[src/rtl/lsu_ctrl.sv]
// lsu_ctrl: one-at-a-time load/store sequencer between execute stage and data memory.
// Build option LSU_MISALIGN_TRAP_EN: misaligned half/word accesses fault instead of being force-aligned.
module lsu_ctrl #(
    parameter int ADDR_W = 32
) (
    input  logic              Clk,
    input  logic              RstN,
    input  logic              ReqValid,
    output logic              ReqReady,
    input  logic [ADDR_W-1:0] ReqAddr,
    input  logic              ReqWr,
    input  logic [2:0]        ReqMemOp,
    input  logic [31:0]       ReqWData,
    output logic              RspValid,
    input  logic              RspReady,
    output logic [31:0]       RspRData,
    output logic              RspErr,
    output logic              MemReqValid,
    input  logic              MemReqReady,
    output logic [ADDR_W-1:0] MemAddr,
    output logic              MemWr,
    output logic [3:0]        MemWMask,
    output logic [31:0]       MemWData,
    input  logic              MemRspValid,
    input  logic [31:0]       MemRData
);
    // state | meaning
    // IDLE  | ready for a new request
    // ISSUE | memory request presented, waiting for MemReqReady
    // WAIT  | memory accepted request, waiting for MemRspValid
    // RESP  | response presented, waiting for RspReady
    typedef enum logic [1:0] {
        ST_IDLE  = 2'd0,
        ST_ISSUE = 2'd1,
        ST_WAIT  = 2'd2,
        ST_RESP  = 2'd3
    } state_t;

    state_t state, state_nxt;

    logic [ADDR_W-1:0] req_addr;
    logic              req_wr;
    logic [2:0]        req_op;
    logic [31:0]       req_wdata;
    logic [31:0]       rsp_rdata;
    logic              rsp_err;

    logic              op_illegal;
    logic              misalign;
    logic              fault;
    logic [1:0]        ofs_in;
    logic [31:0]       ld_shift;
    logic [31:0]       ld_data;
    logic [3:0]        st_mask;
    logic [31:0]       st_data;

    // Latched offset is already naturally aligned, so the datapath never sees a misaligned lane.
    always_comb begin
        op_illegal = (ReqMemOp == 3'b011) || (ReqMemOp[2:1] == 2'b11) || (ReqWr && ReqMemOp[2]);
        misalign   = 1'b0;
        case (ReqMemOp[1:0])
            2'b01:   ofs_in = {ReqAddr[1], 1'b0};
            2'b10:   ofs_in = 2'b00;
            default: ofs_in = ReqAddr[1:0];
        endcase
`ifdef LSU_MISALIGN_TRAP_EN
        misalign = ((ReqMemOp[1:0] == 2'b01) && ReqAddr[0]) ||
                   ((ReqMemOp[1:0] == 2'b10) && (ReqAddr[1:0] != 2'b00));
`endif
        fault = op_illegal || misalign;
    end

    always_comb begin
        ld_shift = MemRData >> {req_addr[1:0], 3'b000};
        case (req_op)
            3'b000:  ld_data = {{24{ld_shift[7]}}, ld_shift[7:0]};
            3'b001:  ld_data = {{16{ld_shift[15]}}, ld_shift[15:0]};
            3'b100:  ld_data = {24'd0, ld_shift[7:0]};
            3'b101:  ld_data = {16'd0, ld_shift[15:0]};
            default: ld_data = ld_shift;
        endcase
    end

    always_comb begin
        case (req_op[1:0])
            2'b00: begin
                st_mask = 4'b0001 << req_addr[1:0];
                st_data = {4{req_wdata[7:0]}};
            end
            2'b01: begin
                st_mask = 4'b0011 << req_addr[1:0];
                st_data = {2{req_wdata[15:0]}};
            end
            default: begin
                st_mask = 4'b1111;
                st_data = req_wdata;
            end
        endcase
    end

    always_ff @(posedge Clk or negedge RstN) begin
        if (!RstN) begin
            req_addr  <= '0;
            req_wr    <= 1'b0;
            req_op    <= 3'd0;
            req_wdata <= '0;
            rsp_rdata <= '0;
            rsp_err   <= 1'b0;
        end else if (state == ST_IDLE && ReqValid) begin
            req_addr  <= {ReqAddr[ADDR_W-1:2], ofs_in};
            req_wr    <= ReqWr;
            req_op    <= ReqMemOp;
            req_wdata <= ReqWData;
            rsp_rdata <= '0;
            rsp_err   <= fault;
        end else if (state == ST_WAIT && MemRspValid) begin
            rsp_rdata <= req_wr ? 32'd0 : ld_data;
        end
    end

    always_ff @(posedge Clk or negedge RstN) begin
        if (!RstN) begin
            state <= ST_IDLE;
        end else begin
            state <= state_nxt;
        end
    end

    always_comb begin
        state_nxt = state;
        case (state)
            ST_IDLE:  if (ReqValid)    state_nxt = fault ? ST_RESP : ST_ISSUE;
            ST_ISSUE: if (MemReqReady) state_nxt = ST_WAIT;
            ST_WAIT:  if (MemRspValid) state_nxt = ST_RESP;
            ST_RESP:  if (RspReady)    state_nxt = ST_IDLE;
            default:                   state_nxt = ST_IDLE;
        endcase
    end

    // Buses read as zero outside the state that qualifies them.
    always_comb begin
        ReqReady    = 1'b0;
        RspValid    = 1'b0;
        RspRData    = '0;
        RspErr      = 1'b0;
        MemReqValid = 1'b0;
        MemAddr     = '0;
        MemWr       = 1'b0;
        MemWMask    = 4'b0000;
        MemWData    = '0;
        case (state)
            ST_IDLE: ReqReady = 1'b1;
            ST_ISSUE: begin
                MemReqValid = 1'b1;
                MemAddr     = {req_addr[ADDR_W-1:2], 2'b00};
                MemWr       = req_wr;
                MemWMask    = req_wr ? st_mask : 4'b0000;
                MemWData    = req_wr ? st_data : 32'd0;
            end
            ST_RESP: begin
                RspValid = 1'b1;
                RspRData = rsp_rdata;
                RspErr   = rsp_err;
            end
            default: ;
        endcase
    end
endmodule
[config.mk]
export PLATFORM = sky130hd
export DESIGN_NAME = lsu_ctrl
export DESIGN_NICKNAME = d
export VERILOG_FILES = /design/src/rtl/lsu_ctrl.sv
export SDC_FILE = /design/constraint.sdc
export NUM_CORES = 1
export LEC_CHECK = 0
export CORE_UTILIZATION = 40
export CTS_CLUSTER_DIAMETER = 80
export DETAILED_ROUTE_END_ITERATION = 10
export HOLD_SLACK_MARGIN = 0.1
export PLACE_DENSITY = 0.87
export SYNTH_ARGS = -nofsm -noshare
export SYNTH_HDL_FRONTEND = slang
export SYNTH_SLANG_ARGS = --single-unit
export TNS_END_PERCENT = 5
[constraint.sdc]
create_clock -name Clk -period 1.7 [get_ports Clk]
set_input_delay 0.34 -clock Clk [delete_from_list [all_inputs] [get_ports Clk]]
set_output_delay 0.34 -clock Clk [all_outputs]
set_load 0.02 [all_outputs]
==> results.json <==
{
  "status": "complete, but fails checks",
  "violations": "negative setup slack",
  "power_density_nw_per_um2": 1750,
  "startpoint_type": "flop",
  "slew_violations": 0,
  "cp_top_family": "buffers and inverters",
  "crit_type": "flop to output port",
  "grt_antenna_before_repair": 0,
  "synthArstFlopShare_pct": 100,
  "crit_chain": "inv_2, ha_4, buf_12, and3_1, buf_4",
  "rsz0062_at_grt": "yes",
  "grt_max_degree": 104,
  "port_buffers": 208,
  "nNetsFinal": 879,
  "cp.arrival_ns": 1.66,
  "die_area_um2": 14200,
  "gp_congestion": 0.907,
  "start_util_pct": 41.3,
  "hold_slack_ns": 0.485,
  "yosysTopAreaCellShare_pct": 46.9,
  "hold_viol": 0,
  "ys_warn_count": 0,
  "ys_dominant_reg_cell": "dfrtp_1",
  "cp-end-kind": "output port",
  "synth_adder_area_share_pct": 1.59,
  "dp_hpwl_um": 12300,
  "post-place-ws_ns": -1.07,
  "synth_edf_count": 0,
  "layout_min_cycle_time_ns": 2.00,
  "avgViaCountPerCell": 5.17,
  "grt.total_usage_pct": 24.5,
  "synth_top_family_by_area": "multiplexers",
  "numClockSinks": 103,
  "maxCapViolCount": 0,
  "synthCells": 525,
  "drtAntennaViolNets": 0,
  "cpMaxStageDelayCell": "dfrtp_1",
  "synth_area_leaders": "dfrtp_1 (47%), mux2_2 (15%), and2_1 (7.3%)",
  "yosysSeqAreaShare_pct": 46.9,
  "synthMuxAreaShare_pct": 21.4,
  "cpPeakStageDelay_ns": 0.40,
  "drt-wirelength-per-cell_um": 18.0,
  "worstReg2RegStart": "state[1]$_DFFE_PN0P_",
  "grt_pass1_wl_um": 26800,
  "yosys-top-cells-count": "dfrtp_1 (103), mux2_2 (72), and2_1 (64), nand2_1 (40), nor2_1 (40)",
  "max_slew_margin_pct": 62.7,
  "power.leakage_nw": 3.90,
  "irDropWorstVdd_mv": 0.903,
  "fin_crit_sh_pct": 118,
  "clk_pin_slew_worst_paths_ns": 0.07,
  "cts_buffers": 9,
  "finish.utilization_pct": 64.9,
  "holdCritStartpoint": "rsp_rdata[7]$_DFFE_PN0P_",
  "drc": 0,
  "worst-path-max-fanout": 40,
  "placed_cells": 924,
  "htreeDepth": 3,
  "setup_viol": 169,
  "fin_skew_ns": 0.00503,
  "synthSimpleGateAreaFrac_pct": 16.4,
  "coreArea_um2": 13300,
  "grt_pass1_vias": 5099,
  "worst_slack_ns": -0.303,
  "hp-class": "flop to flop",
  "yosysUniqueCellTypes": 32,
  "cp_data_required_time_ns": 1.36,
  "rows": 42,
  "fin_cells": 946,
  "postRouteWirelength_um": 17000,
  "grt.overflow.total": 0,
  "clock_path_buffers": 2,
  "synth_compound_area_share_pct": 9.55,
  "drtPass1Iterations": 5,
  "fmax_ghz": 0.499,
  "vias": 4895,
  "avgSynthCellArea_um2": 10.5,
  "layout-drive-gt1-share_pct": 39.7,
  "crit_start": "state[1]$_DFFE_PN0P_",
  "worstMarginPinSlew_ns": 0.559,
  "yosysTopAreaCell": "dfrtp_1",
  "path_buf_inv": 3,
  "root_buffer": "clkbuf_16",
  "synth-xor-area-share_pct": 0,
  "die_w_um": 119,
  "ioPinCount": 211,
  "synth_area_um2": 5490,
  "syn2layout_area_growth_pct": 57.1,
  "cts_tree": "yes",
  "drtIter0Drc": 340,
  "die_h_um": 119,
  "synth_most_common_cell": "dfrtp_1",
  "clock_latency_ns": 0.35,
  "antenna_cells": 0,
  "ys_ff_latch": 103,
  "fin_total_pwr_mw": 15.1
}
[repair_timing]
action / CTS / global route
resized for setup: 472 / 85
endpoints found under the hold margin: 59 / 0
setup endpoints to repair: 197 / 199
setup buffers: 1 / 3
pin swaps: 1 / 10
hold buffers: 1 / 0
gates cloned: 2 / 0
[stage by stage]
stage	instance area, µm²	TNS, ns
after detailed placement	8270	-61.29
after floorplan	5660	-3.33
final	8630	-23.33
after global routing	8630	-33.06
after global placement	8270	-52.83
after CTS	8330	-27.01
[logic make-up after synthesis]
family	after synthesis
compound gates	86
mux	107
simple gates	170
other cells	1
fa+ha+maj	7
flops	103
buf+inv	51
[where the power goes]
group	internal, mW	switching (mW)	leakage, nW	total [mW]
Clock	1.18	0.898	0.143	2.07
Sequential	3.62	0.757	1.28	4.37
Combinational	4.32	4.36	2.48	8.69
Total	9.11	6.02	3.90	15.1
[worst register-to-register path, cell delays in order, from the launching register on]
cell and delay [ns]:
dfrtp_1 0.40, inv_2 0.13, ha_4 0.15, buf_4 0.11
and2_4 0.19, buf_4 0.14, a21oi_4 0.04, buf_12 0.16
a221o_1 0.36
[registers in the layout, summed over array words and instances, names as in the netlist]
| register | flops |
|---|---|
| rsp_rdata | 32 |
| state | 2 |
| rsp_err | 1 |
| req_addr | 32 |
| req_wdata | 32 |
| req_op | 3 |
| req_wr | 1 |
[cell usage in the layout (no fill, tap or decap), types with 16 or more instances in the layout]
cell / n
mux2i_1: 30
clkdlybuf4s50_1: 104
a21oi_1: 20
mux2_2: 71
a21oi_2: 16
buf_2: 28
and2_1: 62
buf_6: 22
dfrtp_1: 102
nand2_1: 39
a221o_1: 16
nor2_1: 21
buf_4: 101
[final cells by class]
| type | instances | area (µm²) |
|---|---|---|
| clock buffer | 12 | 246 |
| timing repair buffer | 271 | 2500 |
| sequential | 103 | 2580 |
| fill | 1025 | 4670 |
| clock inverter | 3 | 43.8 |
| inverter | 9 | 33.8 |
| multi-input combinational | 372 | 3000 |
| tap | 176 | 220 |
[per-layer routing]
metal  part of all wire, %  track usage [%]
met3                   8.5             7.18
met1                    40             28.8
met4                   3.1             11.8
met5                     0                0
met2                    49             40.7
[worst paths after layout]
path                                             end  slack [ns]  cells after the start
setup / recovery                         MemWData[1]       -0.30                      5
hold / removal              rsp_rdata[7]$_DFFE_PN0P_        0.48                      2
setup reg to reg           rsp_rdata[19]$_DFFE_PN0P_       -0.09                      8
hold reg to reg             rsp_rdata[7]$_DFFE_PN0P_        0.48                      2
max in group asynchronous      req_op[1]$_DFFE_PN0P_        0.66                      3
min in group asynchronous  rsp_rdata[11]$_DFFE_PN0P_        0.61                      3
No activity file was read; power rests on OpenSTA's default activity.
